`config.mk`:
```
export PLATFORM = sky130hd
export DESIGN_NAME = wb_arbiter
export DESIGN_NICKNAME = d
export VERILOG_FILES = /design/src/rtl/wb_arbiter_pkg.sv /design/src/rtl/wb_fifo.sv /design/src/rtl/wb_arbiter.sv
export SDC_FILE = /design/constraint.sdc
export NUM_CORES = 1
export LEC_CHECK = 0
export ABC_AREA = 0
export CAP_MARGIN = 20
export CORE_ASPECT_RATIO = 1.1
export CORE_MARGIN = 2
export CORE_UTILIZATION = 25
export CTS_CLUSTER_SIZE = 20
export DETAILED_ROUTE_END_ITERATION = 10
export GPL_TIMING_DRIVEN = 0
export PLACE_DENSITY = 0.47
export SYNTH_ARGS = -nofsm -noshare
export SYNTH_HDL_FRONTEND = slang
export SYNTH_SLANG_ARGS = --single-unit
```
`constraint.sdc`:
```
create_clock -name clk -period 6.5 [get_ports clk]
set_clock_uncertainty 0.2 [all_clocks]
set_input_delay 0.65 -clock clk [delete_from_list [all_inputs] [get_ports clk]]
set_output_delay 0.65 -clock clk [all_outputs]
set_load 0.02 [all_outputs]
```
`src/rtl/wb_arbiter_pkg.sv`:
```
// Shared types and default sizing for the write-back arbiter.
// The FIFO entry pairs an SRAM write address with its pooled data word.
package wb_arbiter_pkg;

    localparam int WB_SA_NUM       = 4;
    localparam int SA_OUTPUT_WIDTH = 16;
    localparam int SRAM_ADDR_SIZE  = 10;
    localparam int WB_FIFO_DEPTH   = 4;

    typedef struct packed {
        logic [SRAM_ADDR_SIZE-1:0]  addr;
        logic [SA_OUTPUT_WIDTH-1:0] data;
    } wb_entry_t;

endpackage

```
`src/rtl/wb_fifo.sv`:
```
// Per-stream synchronous FIFO of write-back entries.
// A push into an empty FIFO is not visible at the output until the next cycle.
module wb_fifo
    import wb_arbiter_pkg::*;
#(
    parameter int DEPTH = WB_FIFO_DEPTH
)(
    input  logic                   clk,
    input  logic                   reset,
    input  logic                   push,
    input  logic                   pop,
    input  wb_entry_t              wr_entry,
    output wb_entry_t              rd_entry,
    output logic                   full,
    output logic                   empty,
    output logic [$clog2(DEPTH):0] count
);

    localparam int PW = $clog2(DEPTH);
    localparam logic [PW-1:0] PTR_ONE = PW'(1);
    localparam logic [PW:0]   CNT_ONE = (PW+1)'(1);

    wb_entry_t     mem_q [DEPTH];
    logic [PW-1:0] wr_ptr_q, wr_ptr_d;
    logic [PW-1:0] rd_ptr_q, rd_ptr_d;
    logic [PW:0]   count_q, count_d;
    logic          push_ok, pop_ok;

    assign full     = (count_q == (PW+1)'(DEPTH));
    assign empty    = (count_q == '0);
    assign count    = count_q;
    assign rd_entry = mem_q[rd_ptr_q];

    // A full FIFO still takes the push when the same edge frees a slot.
    assign pop_ok  = pop && !empty;
    assign push_ok = push && (!full || pop_ok);

    always_comb begin
        wr_ptr_d = wr_ptr_q;
        rd_ptr_d = rd_ptr_q;
        count_d  = count_q;
        if (push_ok) wr_ptr_d = wr_ptr_q + PTR_ONE;
        if (pop_ok)  rd_ptr_d = rd_ptr_q + PTR_ONE;
        case ({push_ok, pop_ok})
            2'b10:   count_d = count_q + CNT_ONE;
            2'b01:   count_d = count_q - CNT_ONE;
            default: count_d = count_q;
        endcase
    end

    always_ff @(posedge clk or posedge reset) begin
        if (reset) begin
            wr_ptr_q <= '0;
            rd_ptr_q <= '0;
            count_q  <= '0;
        end else begin
            wr_ptr_q <= wr_ptr_d;
            rd_ptr_q <= rd_ptr_d;
            count_q  <= count_d;
        end
    end

    always_ff @(posedge clk) begin
        if (push_ok) mem_q[wr_ptr_q] <= wr_entry;
    end

endmodule

```
`src/rtl/wb_arbiter.sv`:
```
// Buffers one result stream per systolic array and round-robins them onto
// the single SRAM write port through a one-entry output register.
module wb_arbiter
    import wb_arbiter_pkg::*;
#(
    parameter int SA_NUM     = WB_SA_NUM,
    parameter int FIFO_DEPTH = WB_FIFO_DEPTH
)(
    input  logic                              clk,
    input  logic                              reset,
    input  logic [SA_NUM-1:0]                 wb_valid,
    input  logic [SA_NUM*SA_OUTPUT_WIDTH-1:0] wb_data,
    input  logic [SA_NUM*SRAM_ADDR_SIZE-1:0]  wb_addr,
    input  logic                              sram_ready,
    input  logic                              clear_err,
    output logic                              sram_wr_en,
    output logic [SRAM_ADDR_SIZE-1:0]         sram_wr_addr,
    output logic [SA_OUTPUT_WIDTH-1:0]        sram_wr_data,
    output logic [SA_NUM-1:0]                 fifo_full,
    output logic [SA_NUM-1:0]                 overflow,
    output logic                              idle
);

    localparam int IW = (SA_NUM > 1) ? $clog2(SA_NUM) : 1;
    localparam int CW = $clog2(FIFO_DEPTH) + 1;

    wb_entry_t                  head [SA_NUM];
    logic [CW-1:0]              fifo_count [SA_NUM];
    logic [SA_NUM-1:0]          fifo_empty;
    logic [SA_NUM-1:0]          pop;

    logic                       wr_en_q, wr_en_d;
    logic [SRAM_ADDR_SIZE-1:0]  wr_addr_q, wr_addr_d;
    logic [SA_OUTPUT_WIDTH-1:0] wr_data_q, wr_data_d;
    logic [IW-1:0]              rr_q, rr_d;
    logic [SA_NUM-1:0]          overflow_q, overflow_d;

    logic                       can_load;
    logic                       gnt_valid;
    logic [IW-1:0]              gnt_idx;
    logic [IW-1:0]              idx;
    int                         sum;
    logic                       all_empty;

    genvar g;
    generate
        for (g = 0; g < SA_NUM; g++) begin : g_fifo
            wb_fifo #(.DEPTH(FIFO_DEPTH)) u_fifo (
                .clk      (clk),
                .reset    (reset),
                .push     (wb_valid[g]),
                .pop      (pop[g]),
                .wr_entry ({wb_addr[g*SRAM_ADDR_SIZE +: SRAM_ADDR_SIZE],
                            wb_data[g*SA_OUTPUT_WIDTH +: SA_OUTPUT_WIDTH]}),
                .rd_entry (head[g]),
                .full     (fifo_full[g]),
                .empty    (fifo_empty[g]),
                .count    (fifo_count[g])
            );
        end
    endgenerate

    assign can_load = !wr_en_q || sram_ready;

    // Search starts just after the last winner so every stream gets a turn.
    always_comb begin
        gnt_valid = 1'b0;
        gnt_idx   = rr_q;
        idx       = '0;
        sum       = 0;
        for (int k = 1; k <= SA_NUM; k++) begin
            sum = int'(rr_q) + k;
            if (sum >= SA_NUM) sum = sum - SA_NUM;
            idx = IW'(sum);
            if (!gnt_valid && !fifo_empty[idx]) begin
                gnt_valid = 1'b1;
                gnt_idx   = idx;
            end
        end
    end

    always_comb begin
        pop = '0;
        if (can_load && gnt_valid) pop[gnt_idx] = 1'b1;
    end

    always_comb begin
        wr_en_d   = wr_en_q;
        wr_addr_d = wr_addr_q;
        wr_data_d = wr_data_q;
        rr_d      = rr_q;
        if (can_load) begin
            wr_en_d = gnt_valid;
            if (gnt_valid) begin
                wr_addr_d = head[gnt_idx].addr;
                wr_data_d = head[gnt_idx].data;
                rr_d      = gnt_idx;
            end
        end
        // A drop on the clearing edge wins over the clear.
        overflow_d = (clear_err ? '0 : overflow_q) | (wb_valid & fifo_full & ~pop);
    end

    always_ff @(posedge clk or posedge reset) begin
        if (reset) begin
            wr_en_q    <= 1'b0;
            wr_addr_q  <= '0;
            wr_data_q  <= '0;
            rr_q       <= IW'(SA_NUM - 1);
            overflow_q <= '0;
        end else begin
            wr_en_q    <= wr_en_d;
            wr_addr_q  <= wr_addr_d;
            wr_data_q  <= wr_data_d;
            rr_q       <= rr_d;
            overflow_q <= overflow_d;
        end
    end

    always_comb begin
        all_empty = 1'b1;
        for (int i = 0; i < SA_NUM; i++) begin
            if (fifo_count[i] != '0) all_empty = 1'b0;
        end
    end

    assign sram_wr_en   = wr_en_q;
    assign sram_wr_addr = wr_addr_q;
    assign sram_wr_data = wr_data_q;
    assign overflow     = overflow_q;
    assign idle         = all_empty && !wr_en_q;

endmodule
```
==> impl_metrics.tcl <==
set metrics [dict create \
    hold_class "reg -> reg" \
    synth_cell_types 67 \
    synth_most_common_cell "edfxtp_1" \
    cp_slowest_cell "clkdlybuf4s50_1" \
    peakVddDrop_uv 208 \
    p_sw_frac 0.327 \
    cts_sinks 477 \
    rsz0062_at_grt "false" \
    synth_area_um2 19100 \
    holdBufCountCts 0 \
    firstDrtPassIters 4 \
    max_stage_delay_ns 0.62 \
    syn-num-nets 1115 \
    vias_per_cell 4.31 \
    drive_gt1_frac 0.208 \
    wirelength_mm 46.9 \
    grt_use_total 0.120 \
    final-setup-viol-count 0 \
    finalHoldViolCount 0 \
    syn_area_per_cell_um2 19.5 \
    synthTopCellsByArea "edfxtp_1 65%, mux4_2 12%, dfrtp_1 7.7%" \
    clkPwrFrac 0.252 \
    synth_seq_cells 477 \
    cts_tree "done" \
    maxCapViolCount 0 \
    p_comb_frac 0.345 \
    num_rows 106 \
    fin_util 0.309 \
    p_sw_w 0.00360 \
    grt_pass1_vias 10300 \
    overflow 0 \
    route.detailed.drc 0 \
    cts_buffers 47 \
    post-dp-hpwl_mm 33.2 \
    dr_total_vias 9662 \
    io_pins 148 \
    async_reset_ff_frac 0.128 \
    yosysSeqAreaShare 0.735 \
    drt_iter0_markers 734 \
    postRouteAntennaNets 0 \
    slew_violations 0 \
    fill_cells 7495 \
    yosys-top-cells-count "416 x edfxtp_1, 104 x mux4_2, 59 x dfrtp_1" \
    crit_arrival_ns 2.72 \
    critPathCaptureType "output port" \
    yosys.area.top_type_share 0.655 \
    startpoint_type "flip-flop" \
    grt_max_degree 62 \
    p_leak_nw 7.71 \
    ctsResizeCount 0 \
    grt_pass1_wl_mm 69.1 \
    portBuffers 147 \
    path_clk_slew_ns 0.06 \
    max_slew_margin 0.326 \
    cp.required_ns 5.65 \
    tns_ns 0 \
    fin_crit_sh 0.550 \
    root_buffer "clkbuf_16" \
    clk_latency_ns 0.56 \
    gp_congestion 0.753 \
    netlist_instances 980 \
    wl_per_cell_um 20.9 \
    internal_power_w 0.00741 \
    p_seq_frac 0.403 \
    start_util 0.252 \
    yosysWarnings 0 \
    cts.htree.levels 2 \
    max_clock_freq_mhz 280 \
    antenna_found_initial 19 \
    holdWs_ns 0.307 \
    fp.coreArea_um2 75900 \
    synth_top_area_cell "edfxtp_1" \
    synth_ff_type "edfxtp_1" \
    dpl_cell_area_um2 21900 \
    die_x_um 267 \
    power_per_cell_area_nw_per_um2 470 \
    area_growth_pct 22.8 \
    synth-edff-count 416 \
    status "completed" \
    final_area_um2 23400 \
    worst-setup-path-type "reg -> out" \
    clockBufferDepth 3 \
    period_minus_slack_ns 3.57 \
    post_cts_buffers 0 \
    crit_fanout 8 \
    path_buf_inv 1 \
    dieArea_um2 78600 \
    path_delay_family "simple AND/OR/NAND/NOR gates" \
    nets 1311 \
    crit_path_cell_trace "or3_1 -> nor4_4 -> nor2b_1 -> clkdlybuf4s50_1" \
    worst_pin_slew_ns 1.01 \
    die_y_um 294 \
]
logic make-up (layout without fill, tap and decap cells):
group | Yosys count | after routing | share of synthesized area
adder cells (fa/ha/maj) | 23 | 23 | 0.0167
other | 0 | 4 | 0
buffers and inverters | 76 | 310 | 0.0171
AO/OA/AOI/OAI | 120 | 120 | 0.0458
XOR/XNOR | 22 | 22 | 0.0101
multiplexers | 120 | 120 | 0.132
flip-flops | 477 | 477 | 0.735
AND/OR/NAND/NOR | 142 | 142 | 0.0437
flip-flops by register name (all words and copies together) (netlist names):
| name | count |
|---|---|
| g_fifo.u_fifo.rd_ptr_q | 8 |
| overflow | 4 |
| sram_wr_en | 1 |
| sram_wr_addr | 10 |
| g_fifo.u_fifo.mem_q | 416 |
| g_fifo.u_fifo.wr_ptr_q | 8 |
| g_fifo.u_fifo.count | 12 |
| rr_q | 2 |
| sram_wr_data | 16 |
per-stage QoR:
step                std cells  setup WS [ns]  total power (W)
finish                   2244           2.93           0.0110
global route             2241           2.68           0.0117
CTS                      2240           2.77           0.0112
detailed placement       2153           2.17          0.00843
global placement         2153           1.60          0.00838
floorplan                 980           3.37          0.00698
cells in the final DEF (no fill, tap or decap), drive strengths merged, types with 30 or more instances in the layout:
master	count
edfxtp	416
dfrtp	59
clkdlybuf4s50	147
clkbuf	88
mux4	104
inv	30
nor2	37
worst register-to-register path, delay by kind of cell, from the launching register on:
| family | cells | cell delay (ns) |
|---|---|---|
| buffers and inverters | 2 | 0.51 |
| flip-flops | 1 | 0.52 |
| AND/OR/NAND/NOR | 4 | 1.58 |
| AO/OA/AOI/OAI | 2 | 0.33 |
final cells by class:
cell class,count,area [um2],area share
clock buffer,63,1290,0.0550
tap,1026,1280,0.0548
antenna,4,10.0,0.000427
multi-input combinational,427,4750,0.203
timing repair buffer,147,1470,0.0628
sequential,477,14000,0.599
inverter,30,115,0.00491
buffer,46,214,0.00913
clock inverter,24,267,0.0114
power by group through the flow:
stage,clock (W),combinational [W],sequential [W]
after floorplan,0,0.00249,0.00449
after global placement,0,0.00388,0.00449
after detailed placement,0,0.00392,0.00451
after CTS,0.00285,0.00393,0.00445
after global routing,0.00297,0.00418,0.00451
final,0.00277,0.00380,0.00444
final timing paths:
check                                          start                           end  slack, ns  cells after the start
max                        g_fifo[3].u_fifo.count[2]                          idle       2.93                      4
max reg2reg                                  rr_q[0]  g_fifo[0].u_fifo.mem_q[1][7]       2.94                      8
min reg2reg                              overflow[0]                   overflow[0]       0.31                      1
max in group asynchronous                      reset               sram_wr_data[9]       5.10                      2
min in group asynchronous                      reset  g_fifo[0].u_fifo.wr_ptr_q[1]       0.40                      2
min                                      overflow[0]                   overflow[0]       0.31                      1
per-layer routing:
metal  part of all wire  wire [um]  track usage
met1               0.40      18900        0.143
met2               0.51      23700        0.206
met3              0.062       2900       0.0372
met4              0.024       1150       0.0357
met5             0.0045        211            0
No activity file was read; power rests on OpenSTA's default activity.
